--- config.mk ---
export PLATFORM = sky130hd
export DESIGN_NAME = mem_port_arbiter
export DESIGN_NICKNAME = d
export VERILOG_FILES = /design/src/rtl/mem_port_arbiter.sv
export SDC_FILE = /design/constraint.sdc
export NUM_CORES = 1
export LEC_CHECK = 0
export CAP_MARGIN = 20
export CORE_ASPECT_RATIO = 0.6
export CORE_MARGIN = 8
export CORE_UTILIZATION = 25
export CTS_CLUSTER_SIZE = 24
export DETAILED_ROUTE_END_ITERATION = 10
export HOLD_SLACK_MARGIN = 0.06
export MAX_ROUTING_LAYER = met4
export PLACE_DENSITY = 0.62
export RECOVER_POWER = 100
export SYNTH_ARGS = -nofsm -noshare
export SYNTH_HDL_FRONTEND = slang
export SYNTH_SLANG_ARGS = --single-unit
--- constraint.sdc ---
create_clock -name clk -period 6.2 [get_ports clk]
set_clock_uncertainty 0.1 [all_clocks]
set_input_delay 1.24 -clock clk [delete_from_list [all_inputs] [get_ports clk]]
set_output_delay 1.24 -clock clk [all_outputs]
set_load 0.05 [all_outputs]
--- src/rtl/mem_port_arbiter.sv ---
// mem_port_arbiter: shares one memory bus between the IF fetch port and the
// MEM load/store port. Latches the winning request onto registered bus
// outputs, waits for i_bus_ack (or a watchdog timeout), then returns data and
// pulses the winner's valid. Stalls are combinational from req and valid.
// Optional macro MEM_ARB_RR_EN: round-robin arbitration instead of fixed
// MEM-over-IF priority.
//
// state    | meaning
// IDLE     | no access on the bus, arbitrating eligible requests
// BUSY_IF  | fetch access outstanding on the bus
// BUSY_MEM | load/store access outstanding on the bus
module mem_port_arbiter #(
    parameter int DATA_WIDTH  = 32,
    parameter int ADDR_WIDTH  = 32,
    parameter int TIMEOUT_CYC = 255
) (
    input  logic                  clk,
    input  logic                  rst,
    input  logic                  i_if_req,
    input  logic [ADDR_WIDTH-1:0] i_if_addr,
    output logic                  o_if_valid,
    output logic [DATA_WIDTH-1:0] o_if_rdata,
    output logic                  o_stall_if,
    input  logic                  i_mem_req,
    input  logic                  i_mem_we,
    input  logic [ADDR_WIDTH-1:0] i_mem_addr,
    input  logic [DATA_WIDTH-1:0] i_mem_wdata,
    input  logic [3:0]            i_mem_be,
    output logic                  o_mem_valid,
    output logic [DATA_WIDTH-1:0] o_mem_rdata,
    output logic                  o_stall_mem,
    output logic                  o_bus_req,
    output logic                  o_bus_we,
    output logic [ADDR_WIDTH-1:0] o_bus_addr,
    output logic [DATA_WIDTH-1:0] o_bus_wdata,
    output logic [3:0]            o_bus_be,
    input  logic                  i_bus_ack,
    input  logic [DATA_WIDTH-1:0] i_bus_rdata,
    output logic                  o_bus_err
);

    typedef enum logic [1:0] {IDLE, BUSY_IF, BUSY_MEM} state_t;

    localparam logic [7:0] TIMEOUT_LIM = 8'(TIMEOUT_CYC);

    state_t                state_q, state_d;
    logic [7:0]            wdog_q, wdog_d;
    logic                  bus_req_q, bus_req_d;
    logic                  bus_we_q, bus_we_d;
    logic [ADDR_WIDTH-1:0] bus_addr_q, bus_addr_d;
    logic [DATA_WIDTH-1:0] bus_wdata_q, bus_wdata_d;
    logic [3:0]            bus_be_q, bus_be_d;
    logic                  bus_err_q, bus_err_d;
    logic                  if_valid_q, if_valid_d;
    logic [DATA_WIDTH-1:0] if_rdata_q, if_rdata_d;
    logic                  mem_valid_q, mem_valid_d;
    logic [DATA_WIDTH-1:0] mem_rdata_q, mem_rdata_d;
    logic                  if_elig, mem_elig, grant_if, grant_mem;
`ifdef MEM_ARB_RR_EN
    logic                  last_if_q, last_if_d;
`endif

    // A requester in its valid cycle is dropping req, so it is not eligible.
    always_comb begin
        if_elig  = i_if_req & ~if_valid_q;
        mem_elig = i_mem_req & ~mem_valid_q;
`ifdef MEM_ARB_RR_EN
        grant_mem = mem_elig & (~if_elig | last_if_q);
`else
        grant_mem = mem_elig;
`endif
        grant_if = if_elig & ~grant_mem;
    end

    // Next-state, bus capture, watchdog and completion logic.
    always_comb begin
        state_d     = state_q;
        wdog_d      = wdog_q;
        bus_req_d   = bus_req_q;
        bus_we_d    = bus_we_q;
        bus_addr_d  = bus_addr_q;
        bus_wdata_d = bus_wdata_q;
        bus_be_d    = bus_be_q;
        bus_err_d   = 1'b0;
        if_valid_d  = 1'b0;
        if_rdata_d  = if_rdata_q;
        mem_valid_d = 1'b0;
        mem_rdata_d = mem_rdata_q;
`ifdef MEM_ARB_RR_EN
        last_if_d   = last_if_q;
`endif
        case (state_q)
            IDLE: begin
                wdog_d = 8'd0;
                if (grant_mem) begin
                    state_d     = BUSY_MEM;
                    bus_req_d   = 1'b1;
                    bus_we_d    = i_mem_we;
                    bus_addr_d  = i_mem_addr;
                    bus_wdata_d = i_mem_wdata;
                    bus_be_d    = i_mem_be;
`ifdef MEM_ARB_RR_EN
                    last_if_d   = 1'b0;
`endif
                end else if (grant_if) begin
                    state_d     = BUSY_IF;
                    bus_req_d   = 1'b1;
                    bus_we_d    = 1'b0;
                    bus_addr_d  = i_if_addr;
                    bus_wdata_d = '0;
                    bus_be_d    = 4'hF;
`ifdef MEM_ARB_RR_EN
                    last_if_d   = 1'b1;
`endif
                end
            end
            BUSY_IF, BUSY_MEM: begin
                if (i_bus_ack) begin
                    state_d   = IDLE;
                    bus_req_d = 1'b0;
                    wdog_d    = 8'd0;
                    if (state_q == BUSY_IF) begin
                        if_valid_d = 1'b1;
                        if_rdata_d = i_bus_rdata;
                    end else begin
                        mem_valid_d = 1'b1;
                        mem_rdata_d = bus_we_q ? '0 : i_bus_rdata;
                    end
                end else if (wdog_q + 8'd1 == TIMEOUT_LIM) begin
                    // Memory never answered: abort and hand back zero data.
                    state_d   = IDLE;
                    bus_req_d = 1'b0;
                    bus_err_d = 1'b1;
                    wdog_d    = 8'd0;
                    if (state_q == BUSY_IF) begin
                        if_valid_d = 1'b1;
                        if_rdata_d = '0;
                    end else begin
                        mem_valid_d = 1'b1;
                        mem_rdata_d = '0;
                    end
                end else begin
                    wdog_d = wdog_q + 8'd1;
                end
            end
            default: state_d = IDLE;
        endcase
    end

    // State and registered outputs; reset drops the bus request immediately.
    always_ff @(posedge clk or posedge rst) begin
        if (rst) begin
            state_q     <= IDLE;
            wdog_q      <= 8'd0;
            bus_req_q   <= 1'b0;
            bus_we_q    <= 1'b0;
            bus_addr_q  <= '0;
            bus_wdata_q <= '0;
            bus_be_q    <= 4'h0;
            bus_err_q   <= 1'b0;
            if_valid_q  <= 1'b0;
            if_rdata_q  <= '0;
            mem_valid_q <= 1'b0;
            mem_rdata_q <= '0;
        end else begin
            state_q     <= state_d;
            wdog_q      <= wdog_d;
            bus_req_q   <= bus_req_d;
            bus_we_q    <= bus_we_d;
            bus_addr_q  <= bus_addr_d;
            bus_wdata_q <= bus_wdata_d;
            bus_be_q    <= bus_be_d;
            bus_err_q   <= bus_err_d;
            if_valid_q  <= if_valid_d;
            if_rdata_q  <= if_rdata_d;
            mem_valid_q <= mem_valid_d;
            mem_rdata_q <= mem_rdata_d;
        end
    end

`ifdef MEM_ARB_RR_EN
    // Round-robin pointer; reset value means IF was granted last.
    always_ff @(posedge clk or posedge rst) begin
        if (rst) begin
            last_if_q <= 1'b1;
        end else begin
            last_if_q <= last_if_d;
        end
    end
`endif

    assign o_bus_req   = bus_req_q;
    assign o_bus_we    = bus_we_q;
    assign o_bus_addr  = bus_addr_q;
    assign o_bus_wdata = bus_wdata_q;
    assign o_bus_be    = bus_be_q;
    assign o_bus_err   = bus_err_q;
    assign o_if_valid  = if_valid_q;
    assign o_if_rdata  = if_rdata_q;
    assign o_mem_valid = mem_valid_q;
    assign o_mem_rdata = mem_rdata_q;
    assign o_stall_if  = i_if_req & ~if_valid_q;
    assign o_stall_mem = i_mem_req & ~mem_valid_q;

endmodule
==> results of run 1 <==
-- per-layer routing --
layer | wire length, µm | up-vias | global-route usage (%)
met3 | 1151 | 18 | 3.984
met1 | 9665 | 2384 | 19.26
met4 | 329 | 0 | 4.431
met2 | 8669 | 171 | 20.06
li1 | - | 2304 | -
met5 | 0 | - | -
-- path summary, 6_finish.rpt --
check	cells past startpoint	slack (ns)	endpoint
min in group asynchronous	2	1.72	o_mem_rdata[23]
worst max register to register	6	2.94	o_if_rdata[24]
max in group asynchronous	3	2.10	o_bus_wdata[31]
worst min-delay path	1	0.39	o_bus_be[3]
worst max-delay path	5	1.72	o_stall_mem
worst min register to register	1	0.39	o_bus_be[3]
-- cell type report --
class                      count  area (µm²)  area share (%)
clock buffer                  20       456.7           4.860
multi-input combinational    293        1878           19.99
sequential                   147        3679           39.15
inverter                       9       35.03          0.3728
timing repair buffer         286        2825           30.07
clock inverter                 8       128.9           1.372
tap                          315       394.1           4.194
-- sequential cells by signal, summed over array words and instances, names as in the netlist, 2 cells and up --
| register | flops |
|---|---|
| o_bus_wdata | 32 |
| o_bus_be | 4 |
| wdog_q | 8 |
| state_q | 2 |
| o_mem_rdata | 32 |
| o_if_rdata | 32 |
| o_bus_addr | 32 |
-- critical path, delay by kind of cell --
kind / cells / cell delay [ns]
simple gates: 1 / 0.10
buf+inv: 4 / 1.78
-- cell usage after synthesis (5+ instances only) --
master                     count
sky130_fd_sc_hd__nand2_1      74
sky130_fd_sc_hd__dfrtp_1     147
sky130_fd_sc_hd__inv_1         8
sky130_fd_sc_hd__nor2_1       34
sky130_fd_sc_hd__clkbuf_1     22
sky130_fd_sc_hd__and3_1        5
sky130_fd_sc_hd__a22o_1       98
sky130_fd_sc_hd__buf_2         9
sky130_fd_sc_hd__ha_1          5
sky130_fd_sc_hd__a31oi_1      33
-- per-stage QoR --
step,area [µm²],hold slack (ns)
floorplan,5799,0.3786
global placement,8847,0.3730
detailed placement,8847,0.3803
CTS,9433,0.3960
global route,9397,0.4050
finish,9397,0.3862
-- logic make-up after synthesis --
group | Yosys count | share of synthesized area, %
AO/OA/AOI/OAI | 153 | 21.38
XOR/XNOR | 2 | 0.4316
adder cells (fa/ha/maj) | 5 | 1.079
buffers and inverters | 48 | 3.948
flip-flops | 147 | 63.43
AND/OR/NAND/NOR | 133 | 9.730
-- where the power goes --
| group | internal, W | switching, W | total [W] |
|---|---|---|---|
| Combinational | 0.00101 | 0.00224 | 0.00325 |
| Clock | 0.000648 | 0.000404 | 0.00105 |
| Sequential | 0.00139 | 0.000227 | 0.00162 |
| Total | 0.00305 | 0.00287 | 0.00592 |
-- cell usage in the layout (no fill, tap or decap), drive strengths merged, types with 2 or more instances in the layout --
cell type | Yosys | layout
a21o | 4 | 4
a21oi | 4 | 4
a22o | 98 | 98
a31oi | 33 | 33
and2 | 2 | 2
and3 | 5 | 5
buf | 17 | 6
bufinv | 0 | 3
clkbuf | 22 | 24
clkdlybuf4s50 | 0 | 134
clkinv | 0 | 2
clkinvlp | 0 | 2
dfrtp | 147 | 147
dlygate4sd3 | 0 | 142
ha | 5 | 5
inv | 9 | 10
nand2 | 74 | 74
nand2b | 4 | 4
nand3 | 5 | 5
nor2 | 34 | 34
nor3 | 4 | 4
nor4b | 2 | 2
o21ai | 2 | 2
o21bai | 4 | 4
o22a | 4 | 4
xnor2 | 2 | 2
==> results_tabular.tex, run 1 <==
\begin{tabular}{lr}
\hline
Metric & Value \\
\hline
\multicolumn{2}{l}{\textbf{Worst setup path}} \\
Worst Path Max Fanout & 36 \\
Most frequent CP cell & sky130\_fd\_sc\_hd\_\_dlygate4sd3\_1 \\
WP data arrival & 3.14 ns \\
Cell-by-cell listing of the critical path & dlygate4sd3\_1, nand2b\_1, buf\_4, inv\_1, dlygate4sd3\_1 \\
Critical path data required time & 4.86 ns \\
Critical Path Start Type & input port \\
Start point of the critical path & i\_mem\_req \\
Type of the worst setup path & in -> out \\
Highest-delay cell along the critical path & sky130\_fd\_sc\_hd\_\_dlygate4sd3\_1 \\
Delay of the slowest cell on the worst path & 0.78 ns \\
FF-to-FF Start & wdog\_q[0] \\
Capturing element type of the critical path & primary output \\
\multicolumn{2}{l}{\textbf{Clocking}} \\
CTS root buffer & sky130\_fd\_sc\_hd\_\_clkbuf\_16 \\
Hold Buf Count CTS & 0 \\
H-tree Lvls & 4 \\
Worst-skew pair later-pin latency & 0.42 ns \\
Post-CTS clock slew at the launch and capture registers of the worst setup and hold paths & 0.06 ns \\
Post-cts gate resize count & 0 \\
Post-CTS Setup Repair Bufs & 0 \\
CTS tree & done \\
Total clock sinks & 147 \\
Max Root-Sink Buffers & 2 \\
Number of buffers created by CTS & 17 \\
\multicolumn{2}{l}{\textbf{Worst hold path}} \\
Hold Startpoint & o\_bus\_be[3] \\
Type of the tightest min-delay check & reg -> reg \\
\multicolumn{2}{l}{\textbf{Routing}} \\
Post-detailed-route via-to-cell ratio & 4.524 \\
Detail Route Antenna Nets & 0 \\
Number of detailed-route iterations in the first pass & 5 \\
Number of design rule violations left after detail routing & 0 \\
Total vias in the final route & 4877 \\
Overall routed net length & 19.82 mm \\
Average detailed-routed wire length per instance & 18.38 µm \\
Starting DRC count in detailed routing & 315 \\
\multicolumn{2}{l}{\textbf{GRT}} \\
Via count of the first global-routing pass & 4905 \\
Global-route total usage across every layer & 14.14\% \\
Wire length of the first global-routing pass & 30.17 mm \\
Maximum number of pins on one net before global-route repair & 67 \\
Remaining global-route overflow & 0 \\
Initial antenna violation count & 0 \\
\multicolumn{2}{l}{\textbf{Yosys}} \\
Cells taking the most area after synthesis & sky130\_fd\_sc\_hd\_\_dfrtp\_1 63\%, sky130\_fd\_sc\_hd\_\_a22o\_1 15\%, sky130\_fd\_sc\_hd\_\_nand2\_1 4.8\% \\
Count of flip-flops with a built-in enable after synthesis & 0 \\
Post-synthesis sequential element count & 147 \\
Count of warnings emitted by yosys & 0 \\
Mapped Cells & 488 \\
Library cell occupying the most area in the post-synthesis netlist & sky130\_fd\_sc\_hd\_\_dfrtp\_1 \\
Area of the mapped netlist & 5799 µm² \\
Library cells used by synthesis & 36 \\
Post-Syn Nets & 631 \\
Top\_reg\_cell synth & sky130\_fd\_sc\_hd\_\_dfrtp\_1 \\
Sequential area share after synthesis & 63.43\% \\
Portion of synthesized cell area occupied by the leading cell type & 63.43\% \\
Asr flop ratio synth & 100.0\% \\
Mean instance size in the synthesized netlist & 11.88 µm² \\
\multicolumn{2}{l}{\textbf{Floorplanning}} \\
Die span in x & 212.6 µm \\
Vertical die dimension & 134.0 µm \\
Initial Utilization & 25.30\% \\
Core box area & 22920 µm² \\
Number of top-level pins & 277 \\
Floorplan die area & 28490 µm² \\
Site row count & 43 \\
\multicolumn{2}{l}{\textbf{Timing}} \\
Headroom to the max-slew limit & -43.64\% \\
Hold violation total from the final report & 0 \\
Final worst-path setup slack & 1.725 ns \\
Count of pins over their slew limit & 148 \\
Share of the clock period used by the worst path & 72.18\% \\
Setup TNS & 0 ns \\
Unrepaired setup endpoints after global routing & false \\
Slew @ Worst Pin & 2.143 ns \\
Tmin final & 4.475 ns \\
Peak clock frequency supported by timing & 0.2234 GHz \\
Setup violation total in the final timing report & 0 \\
\multicolumn{2}{l}{\textbf{Flow run}} \\
Max-cap check violation count & 4 \\
\multicolumn{2}{l}{\textbf{Placed design}} \\
Port Buf Inserts & 276 \\
Final Wtd Congestion & 0.7633 \\
Detail Placement HPWL & 14.13 mm \\
Number of instances in the placed design & 1050 \\
Pre-CTS setup slack & 1.889 ns \\
\multicolumn{2}{l}{\textbf{Final layout}} \\
Area growth from synthesis to layout & 62.03\% \\
Share of layout cells above drive strength 1 & 5.111\% \\
Number of standard cells in the layout, taps in and fillers out & 1078 \\
NumNets Final & 897 \\
Total inserted antenna cells & 0 \\
Final design utilization & 41.00\% \\
Layout filler cell count & 2240 \\
\multicolumn{2}{l}{\textbf{Outcome}} \\
Run status & finished, violations left \\
Violated checks & max-capacitance violations, max-slew violations \\
\multicolumn{2}{l}{\textbf{Power and ir drop}} \\
Power per cell area & 629.8 nW/µm² \\
Peak supply drop & 0.2705 mV \\
Leakage power & 4.278 nW \\
Overall power consumption & 0.005918 W \\
\hline
\end{tabular}
Power figures use the tool's default switching activity.
==> inputs of run 2 (changes only) <==
- clock period: 6.2 -> 4.32 ns (I/O delays scaled with it)
==> run 2 against run 1 <==
Net effect: the flow still finishes with violations (max-capacitance violations, max-slew violations); global-route usage increased by 0.089 points; cell count rose by 0.46%; highest routed layer unchanged; total power rose by 46%; non-clock buffer count up 1.
==> results_tabular.tex, run 2 (synthesized netlist as in run 1, its figures left out) <==
\begin{tabular}{lr}
\hline
Metric & Value \\
\hline
\multicolumn{2}{l}{\textbf{Worst setup path}} \\
Critical Path Start Type & input port \\
Type of the worst setup path & in -> reg \\
R2r endpoint & o\_if\_rdata[22] \\
Logic depth of the worst register-to-register path & 6 (unchanged) \\
FF-to-FF Start & wdog\_q[0] \\
Capturing element type of the critical path & flip-flop \\
Critical path data required time & 4.57 ns (-0.29 ns) \\
Register-to-Register Setup Slack & 1.14 ns (-1.80 ns) \\
Worst Path Max Fanout & 34 (-5.6\%) \\
WP data arrival & 3.72 ns (+0.58 ns) \\
\multicolumn{2}{l}{\textbf{Routing}} \\
Starting DRC count in detailed routing & 265 (-16\%) \\
Detail Route Antenna Nets & 0 (unchanged) \\
Number of detailed-route iterations in the first pass & 5 (unchanged) \\
Total vias in the final route & 4859 (-0.37\%) \\
Average detailed-routed wire length per instance & 18.25 µm (-0.72\%) \\
Post-detailed-route via-to-cell ratio & 4.487 (-0.83\%) \\
Overall routed net length & 19.76 mm (-0.26\%) \\
Number of design rule violations left after detail routing & 0 (unchanged) \\
\multicolumn{2}{l}{\textbf{Final layout}} \\
Area growth from synthesis to layout & 63.54\% \\
Design Area, Final & 9484 µm² (+0.93\%) \\
Most frequent cells in the layout & 147 x sky130\_fd\_sc\_hd\_\_dfrtp\_1, 140 x sky130\_fd\_sc\_hd\_\_dlygate4sd3\_1, 135 x sky130\_fd\_sc\_hd\_\_clkdlybuf4s50\_1 \\
Number of standard cells in the layout, taps in and fillers out & 1083 (+0.46\%) \\
Layout filler cell count & 2242 (+0.089\%) \\
NumNets Final & 898 (+0.11\%) \\
Most common library cell in the layout ignoring fill and taps & sky130\_fd\_sc\_hd\_\_dfrtp\_1 \\
Share of layout cells above drive strength 1 & 5.339\% (+0.23 points) \\
Total inserted antenna cells & 0 (unchanged) \\
\multicolumn{2}{l}{\textbf{Clocking}} \\
Post-CTS Setup Repair Bufs & 0 (unchanged) \\
Post-CTS clock slew at the launch and capture registers of the worst setup and hold paths & 0.07 ns (about the same) \\
Max Root-Sink Buffers & 2 (unchanged) \\
Post-cts gate resize count & 0 (unchanged) \\
Number of buffers created by CTS & 17 (unchanged) \\
CTS root buffer & sky130\_fd\_sc\_hd\_\_clkbuf\_16 \\
CTS tree & done \\
Total clock sinks & 147 (unchanged) \\
Worst-skew pair later-pin latency & 0.42 ns (about the same) \\
Hold Buf Count CTS & 0 (unchanged) \\
H-tree Lvls & 4 (unchanged) \\
\multicolumn{2}{l}{\textbf{Power and ir drop}} \\
Power per cell area & 910.6 nW/µm² (+45\%) \\
Gate power share & 53.9\% (-1.0 points) \\
Share of total power in sequential cells & 26.9\% (-0.5 points) \\
Proportion of total power due to net switching & 48.15\% (-0.33 points) \\
Cell Int Power & 0.004478 W (+47\%) \\
Power spent charging and discharging nets & 0.004158 W (+45\%) \\
Clock group share of total power & 19.2\% (+1.4 points) \\
Peak supply drop & 0.3905 mV (+44\%) \\
Leakage power & 4.307 nW (+0.69\%) \\
\multicolumn{2}{l}{\textbf{Timing}} \\
Count of pins over their slew limit & 134 (-9.5\%) \\
Peak clock frequency supported by timing & 0.2882 GHz \\
Setup TNS & 0 ns (unchanged) \\
Hold violation total from the final report & 0 (unchanged) \\
Headroom to the max-slew limit & -18.27\% (+25 points) \\
Setup violation total in the final timing report & 0 (unchanged) \\
Final worst-path setup slack & 0.8497 ns (-0.8749 ns) \\
Tmin final & 3.470 ns \\
Share of the clock period used by the worst path & 80.33\% \\
Unrepaired setup endpoints after global routing & false \\
Slew @ Worst Pin & 1.774 ns (-0.3688 ns) \\
\multicolumn{2}{l}{\textbf{GRT}} \\
Global-route total usage across every layer & 14.23\% (+0.089 points) \\
GR met2 Demand/Resource & 19.14\% (-0.92 points) \\
Wire length of the first global-routing pass & 30.59 mm (+1.4\%) \\
Maximum number of pins on one net before global-route repair & 61 (-9.0\%) \\
Via count of the first global-routing pass & 5021 (+2.4\%) \\
Initial antenna violation count & 0 (unchanged) \\
GR met3 Demand/Resource & 4.893\% (+0.91 points) \\
Grt peak-use layer & met1 \\
Global-route met1 utilization & 19.86\% (+0.60 points) \\
Remaining global-route overflow & 0 (unchanged) \\
\multicolumn{2}{l}{\textbf{Floorplanning}} \\
Vertical die dimension & 134.0 µm (unchanged) \\
Initial Utilization & 25.30\% (unchanged) \\
Die span in x & 212.6 µm (unchanged) \\
Number of top-level pins & 277 (unchanged) \\
Floorplan die area & 28490 µm² (unchanged) \\
Site row count & 43 (unchanged) \\
Core box area & 22920 µm² (unchanged) \\
\multicolumn{2}{l}{\textbf{Placed design}} \\
Final Wtd Congestion & 0.7611 (-0.29\%) \\
Detail Placement HPWL & 14.16 mm (+0.19\%) \\
Number of instances in the placed design & 1051 (+0.095\%) \\
Post-DP Area & 8889 µm² (+0.47\%) \\
Pre-CTS setup slack & 0.9958 ns (-0.8936 ns) \\
Port Buf Inserts & 276 (unchanged) \\
\multicolumn{2}{l}{\textbf{Flow run}} \\
Max-cap check violation count & 4 (unchanged) \\
\multicolumn{2}{l}{\textbf{Worst hold path}} \\
Type of the tightest min-delay check & reg -> reg \\
Hold worst-path end & o\_bus\_be[1] \\
Worst Hold Depth & 1 (unchanged) \\
Hold Startpoint & o\_bus\_be[1] \\
\multicolumn{2}{l}{\textbf{Outcome}} \\
Run status & finished, violations left \\
Violated checks & max-capacitance violations, max-slew violations \\
\hline
\end{tabular}
[run 2: routing by layer]
metal / share of wire, % / vias up / wire length (µm)
met5: 0 / - / 0
met4: 1.2 / 0 / 229
met3: 7.6 / 15 / 1504
met2: 42 / 180 / 8378
met1: 49 / 2353 / 9652
li1: - / 2311 / -
[run 2: per-stage QoR]
stage / hold WS, ns / util, % / total power [W]
2_1_floorplan: 0.3786 / - / 0.005541
3_3_place_gp: 0.3707 / 38.78 / 0.007289
3_5_place_dp: 0.3819 / 38.78 / 0.007298
4_1_cts: 0.3975 / 41.65 / 0.009017
5_1_grt: 0.4057 / 41.38 / 0.009084
6_report: 0.3891 / 41.38 / 0.008636
[run 2: critical path, cell delays in order]
cell	delay, ns
sky130_fd_sc_hd__dlygate4sd3_1	0.52
sky130_fd_sc_hd__nand2b_1	0.11
sky130_fd_sc_hd__inv_1	0.09
sky130_fd_sc_hd__buf_4	0.34
sky130_fd_sc_hd__and2_0	0.25
sky130_fd_sc_hd__clkbuf_1	1.21
sky130_fd_sc_hd__a22o_1	0.31
[run 2: final cells by class]
class,instances,area (µm²),share of cell area (%)
clock inverter,14,227.7,2.401
multi-input combinational,293,1869,19.71
tap,315,394.1,4.156
clock buffer,18,429.2,4.525
inverter,9,35.03,0.3694
timing repair buffer,287,2850,30.05
sequential,147,3679,38.79
[run 2: worst max path at each step]
stage,start,endpoint,slack (ns),cells past startpoint
final,i_mem_req,o_bus_wdata[27],0.85,7
after CTS,i_if_req,o_stall_if,0.99,4
after global routing,i_mem_req,o_bus_wdata[16],0.65,7
after global placement,i_if_req,o_stall_if,0.98,4
after detailed placement,i_if_req,o_stall_if,1.0,4
after floorplan,rst,o_bus_addr[0],1.51,1
[run 2: power by group through the flow]
stage / logic (W) / registers (W) / clock network, W
after global routing: 0.00490 / 0.00241 / 0.00177
after global placement: 0.00492 / 0.00237 / 0
after floorplan: 0.00112 / 0.00442 / 0
final: 0.00465 / 0.00233 / 0.00166
after CTS: 0.00494 / 0.00236 / 0.00172
after detailed placement: 0.00494 / 0.00236 / 0
==> inputs of run 3 (changes only) <==
- clock period: 4.32 -> 3.55 ns (I/O delays scaled with it)
==> run 3 against run 2 <==
Net effect: the flow still finishes with violations (max-capacitance violations, max-slew violations); first-iteration DRC count is 8.7% higher; sequential power is 21% higher; sequential share of layout area is 0.29 points higher; utilization is 0.31 points lower; count of clock-buffer cells in the layout is 4 higher; non-clock buffer count stayed put; global-route usage hardly changed; total power is 20% higher; cell count hardly changed; largest cell class unchanged.
==> results_tabular.tex, run 3 (synthesized netlist as in run 1, its figures left out) <==
\begin{tabular}{lr}
\hline
Metric & Value \\
\hline
\multicolumn{2}{l}{\textbf{Final layout}} \\
Design Area, Final & 9413 µm² (-0.75\%) \\
Total inserted antenna cells & 0 (unchanged) \\
Area growth from synthesis to layout & 62.31\% \\
Number of standard cells in the layout, taps in and fillers out & 1082 (-0.092\%) \\
Most frequent cells in the layout & 147 x sky130\_fd\_sc\_hd\_\_dfrtp\_1, 138 x sky130\_fd\_sc\_hd\_\_dlygate4sd3\_1, 136 x sky130\_fd\_sc\_hd\_\_clkdlybuf4s50\_1 \\
Most common library cell in the layout ignoring fill and taps & sky130\_fd\_sc\_hd\_\_dfrtp\_1 \\
NumNets Final & 898 (unchanged) \\
Final design utilization & 41.07\% (-0.31 points) \\
Share of layout cells above drive strength 1 & 5.476\% (+0.14 points) \\
\multicolumn{2}{l}{\textbf{Clocking}} \\
Worst-skew pair later-pin latency & 0.42 ns (about the same) \\
Max Root-Sink Buffers & 2 (unchanged) \\
CTS tree & done \\
CTS root buffer & sky130\_fd\_sc\_hd\_\_clkbuf\_16 \\
Post-CTS clock slew at the launch and capture registers of the worst setup and hold paths & 0.06 ns (about the same) \\
Number of buffers created by CTS & 17 (unchanged) \\
Total clock sinks & 147 (unchanged) \\
Post-cts gate resize count & 0 (unchanged) \\
Post-CTS Setup Repair Bufs & 0 (unchanged) \\
H-tree Lvls & 4 (unchanged) \\
Hold Buf Count CTS & 0 (unchanged) \\
\multicolumn{2}{l}{\textbf{Routing}} \\
Starting DRC count in detailed routing & 288 (+8.7\%) \\
Number of design rule violations left after detail routing & 0 (unchanged) \\
Detail Route Antenna Nets & 0 (unchanged) \\
Overall routed net length & 19.81 mm (+0.23\%) \\
Total vias in the final route & 4915 (+1.2\%) \\
Post-detailed-route via-to-cell ratio & 4.543 (+1.2\%) \\
Average detailed-routed wire length per instance & 18.31 µm (+0.32\%) \\
Number of detailed-route iterations in the first pass & 7 (+2) \\
\multicolumn{2}{l}{\textbf{Worst setup path}} \\
R2r endpoint & o\_bus\_req \\
FF-to-FF Start & state\_q[1] \\
Worst Path Max Fanout & 34 (unchanged) \\
Start point of the critical path & i\_mem\_req \\
Logic depth of the worst register-to-register path & 6 (unchanged) \\
Delay of the slowest cell on the worst path & 1.18 ns (-0.03 ns) \\
WP data arrival & 3.09 ns (-0.63 ns) \\
Highest-delay cell along the critical path & sky130\_fd\_sc\_hd\_\_clkbuf\_1 \\
Cell-by-cell listing of the critical path & clkdlybuf4s50\_1, nand2b\_1, inv\_1, and2\_0, clkbuf\_1, a22o\_1 \\
Register-to-Register Setup Slack & 0.95 ns (-0.19 ns) \\
Type of the worst setup path & in -> reg \\
Critical Path Start Type & input port \\
Capturing element type of the critical path & flip-flop \\
Critical path data required time & 3.80 ns (-0.77 ns) \\
\multicolumn{2}{l}{\textbf{Power and ir drop}} \\
Power per cell area & 1098 nW/µm² (+21\%) \\
Share of total power in sequential cells & 27.4\% (+0.5 points) \\
Proportion of total power due to net switching & 48.45\% (+0.30 points) \\
Cell Int Power & 0.005326 W (+19\%) \\
Peak supply drop & 0.4772 mV (+22\%) \\
Gate power share & 54.9\% (+1.0 points) \\
Clock group share of total power & 17.7\% (-1.5 points) \\
Leakage power & 4.282 nW (-0.58\%) \\
Power spent charging and discharging nets & 0.005005 W (+20\%) \\
\multicolumn{2}{l}{\textbf{Floorplanning}} \\
Site row count & 43 (unchanged) \\
Initial Utilization & 25.30\% (unchanged) \\
Number of top-level pins & 277 (unchanged) \\
Floorplan die area & 28490 µm² (unchanged) \\
Core box area & 22920 µm² (unchanged) \\
Die span in x & 212.6 µm (unchanged) \\
Vertical die dimension & 134.0 µm (unchanged) \\
\multicolumn{2}{l}{\textbf{Worst hold path}} \\
Type of the tightest min-delay check & reg -> reg \\
Hold worst-path end & o\_bus\_be[2] \\
Worst Hold Depth & 1 (unchanged) \\
Hold Startpoint & o\_bus\_be[2] \\
\multicolumn{2}{l}{\textbf{Timing}} \\
Tmin final & 2.839 ns \\
Count of pins over their slew limit & 35 (-74\%) \\
Setup violation total in the final timing report & 0 (unchanged) \\
Setup TNS & 0 ns (unchanged) \\
Slew @ Worst Pin & 1.641 ns (-0.1335 ns) \\
Unrepaired setup endpoints after global routing & false \\
Worst hold margin & 0.3838 ns (-0.005377 ns) \\
Share of the clock period used by the worst path & 79.98\% \\
Headroom to the max-slew limit & -9.370\% (+8.9 points) \\
Hold violation total from the final report & 0 (unchanged) \\
Peak clock frequency supported by timing & 0.3522 GHz \\
\multicolumn{2}{l}{\textbf{GRT}} \\
Global-route total usage across every layer & 14.18\% (-0.048 points) \\
Wire length of the first global-routing pass & 30.45 mm (-0.45\%) \\
Remaining global-route overflow & 0 (unchanged) \\
Maximum number of pins on one net before global-route repair & 67 (+9.8\%) \\
Initial antenna violation count & 0 (unchanged) \\
Via count of the first global-routing pass & 4990 (-0.62\%) \\
\multicolumn{2}{l}{\textbf{Placed design}} \\
Post-DP Area & 8899 µm² (+0.11\%) \\
Final Wtd Congestion & 0.7335 (-3.6\%) \\
Detail Placement HPWL & 14.20 mm (+0.29\%) \\
Port Buf Inserts & 276 (unchanged) \\
Number of instances in the placed design & 1051 (unchanged) \\
\multicolumn{2}{l}{\textbf{Outcome}} \\
Violated checks & max-capacitance violations, max-slew violations \\
Run status & finished, violations left \\
\multicolumn{2}{l}{\textbf{Flow run}} \\
Max-cap check violation count & 1 (-3) \\
\hline
\end{tabular}
==> run 3: worst max-delay path, delay by kind of cell <==
kind	cells	cell delay, ns
buffers and inverters	3	1.76
AO/OA/AOI/OAI	1	0.31
AND/OR/NAND/NOR	2	0.26
==> run 3: stage by stage <==
step	total power (W)	worst slack [ns]
finish	0.01033	0.7106
global route	0.01086	0.4941
detailed placement	0.008901	1.085
global placement	0.008868	1.100
floorplan	0.006743	0.8930
CTS	0.01080	0.9727
==> run 3: final cells by class <==
| class | count | area (µm²) |
|---|---|---|
| inverter | 9 | 35.03 |
| clock buffer | 22 | 464.2 |
| clock inverter | 9 | 128.9 |
| timing repair buffer | 287 | 2834 |
| sequential | 147 | 3679 |
| tap | 315 | 394.1 |
| fill | 2220 | 13510 |
| multi-input combinational | 293 | 1878 |
==> run 3: per-layer routing <==
metal	part of all wire, %	global-route usage [%]	up-vias
li1	-	-	2307
met1	48	19.37	2407
met2	43	19.49	180
met3	7.7	4.753	21
met4	1.8	4.431	0
met5	0	-	-
==> run 3: worst max-delay path by stage <==
stage	endpoint	slack, ns	depth (start not counted)
floorplan	o_bus_addr[0]	0.89	1
finish	o_bus_wdata[13]	0.71	6
global route	o_bus_addr[28]	0.49	3
detailed placement	o_bus_be[0]	1.09	6
global placement	o_bus_be[2]	1.10	6
CTS	o_bus_we	0.97	1
==> run 3: power by group through the flow <==
stage	Combinational, W	Sequential, W	Clock (W)
6_report	0.00567	0.00283	0.00183
5_1_grt	0.00596	0.00293	0.00197
4_1_cts	0.00604	0.00287	0.00189
3_5_place_dp	0.00603	0.00288	0
3_3_place_gp	0.00600	0.00287	0
2_1_floorplan	0.00136	0.00538	0
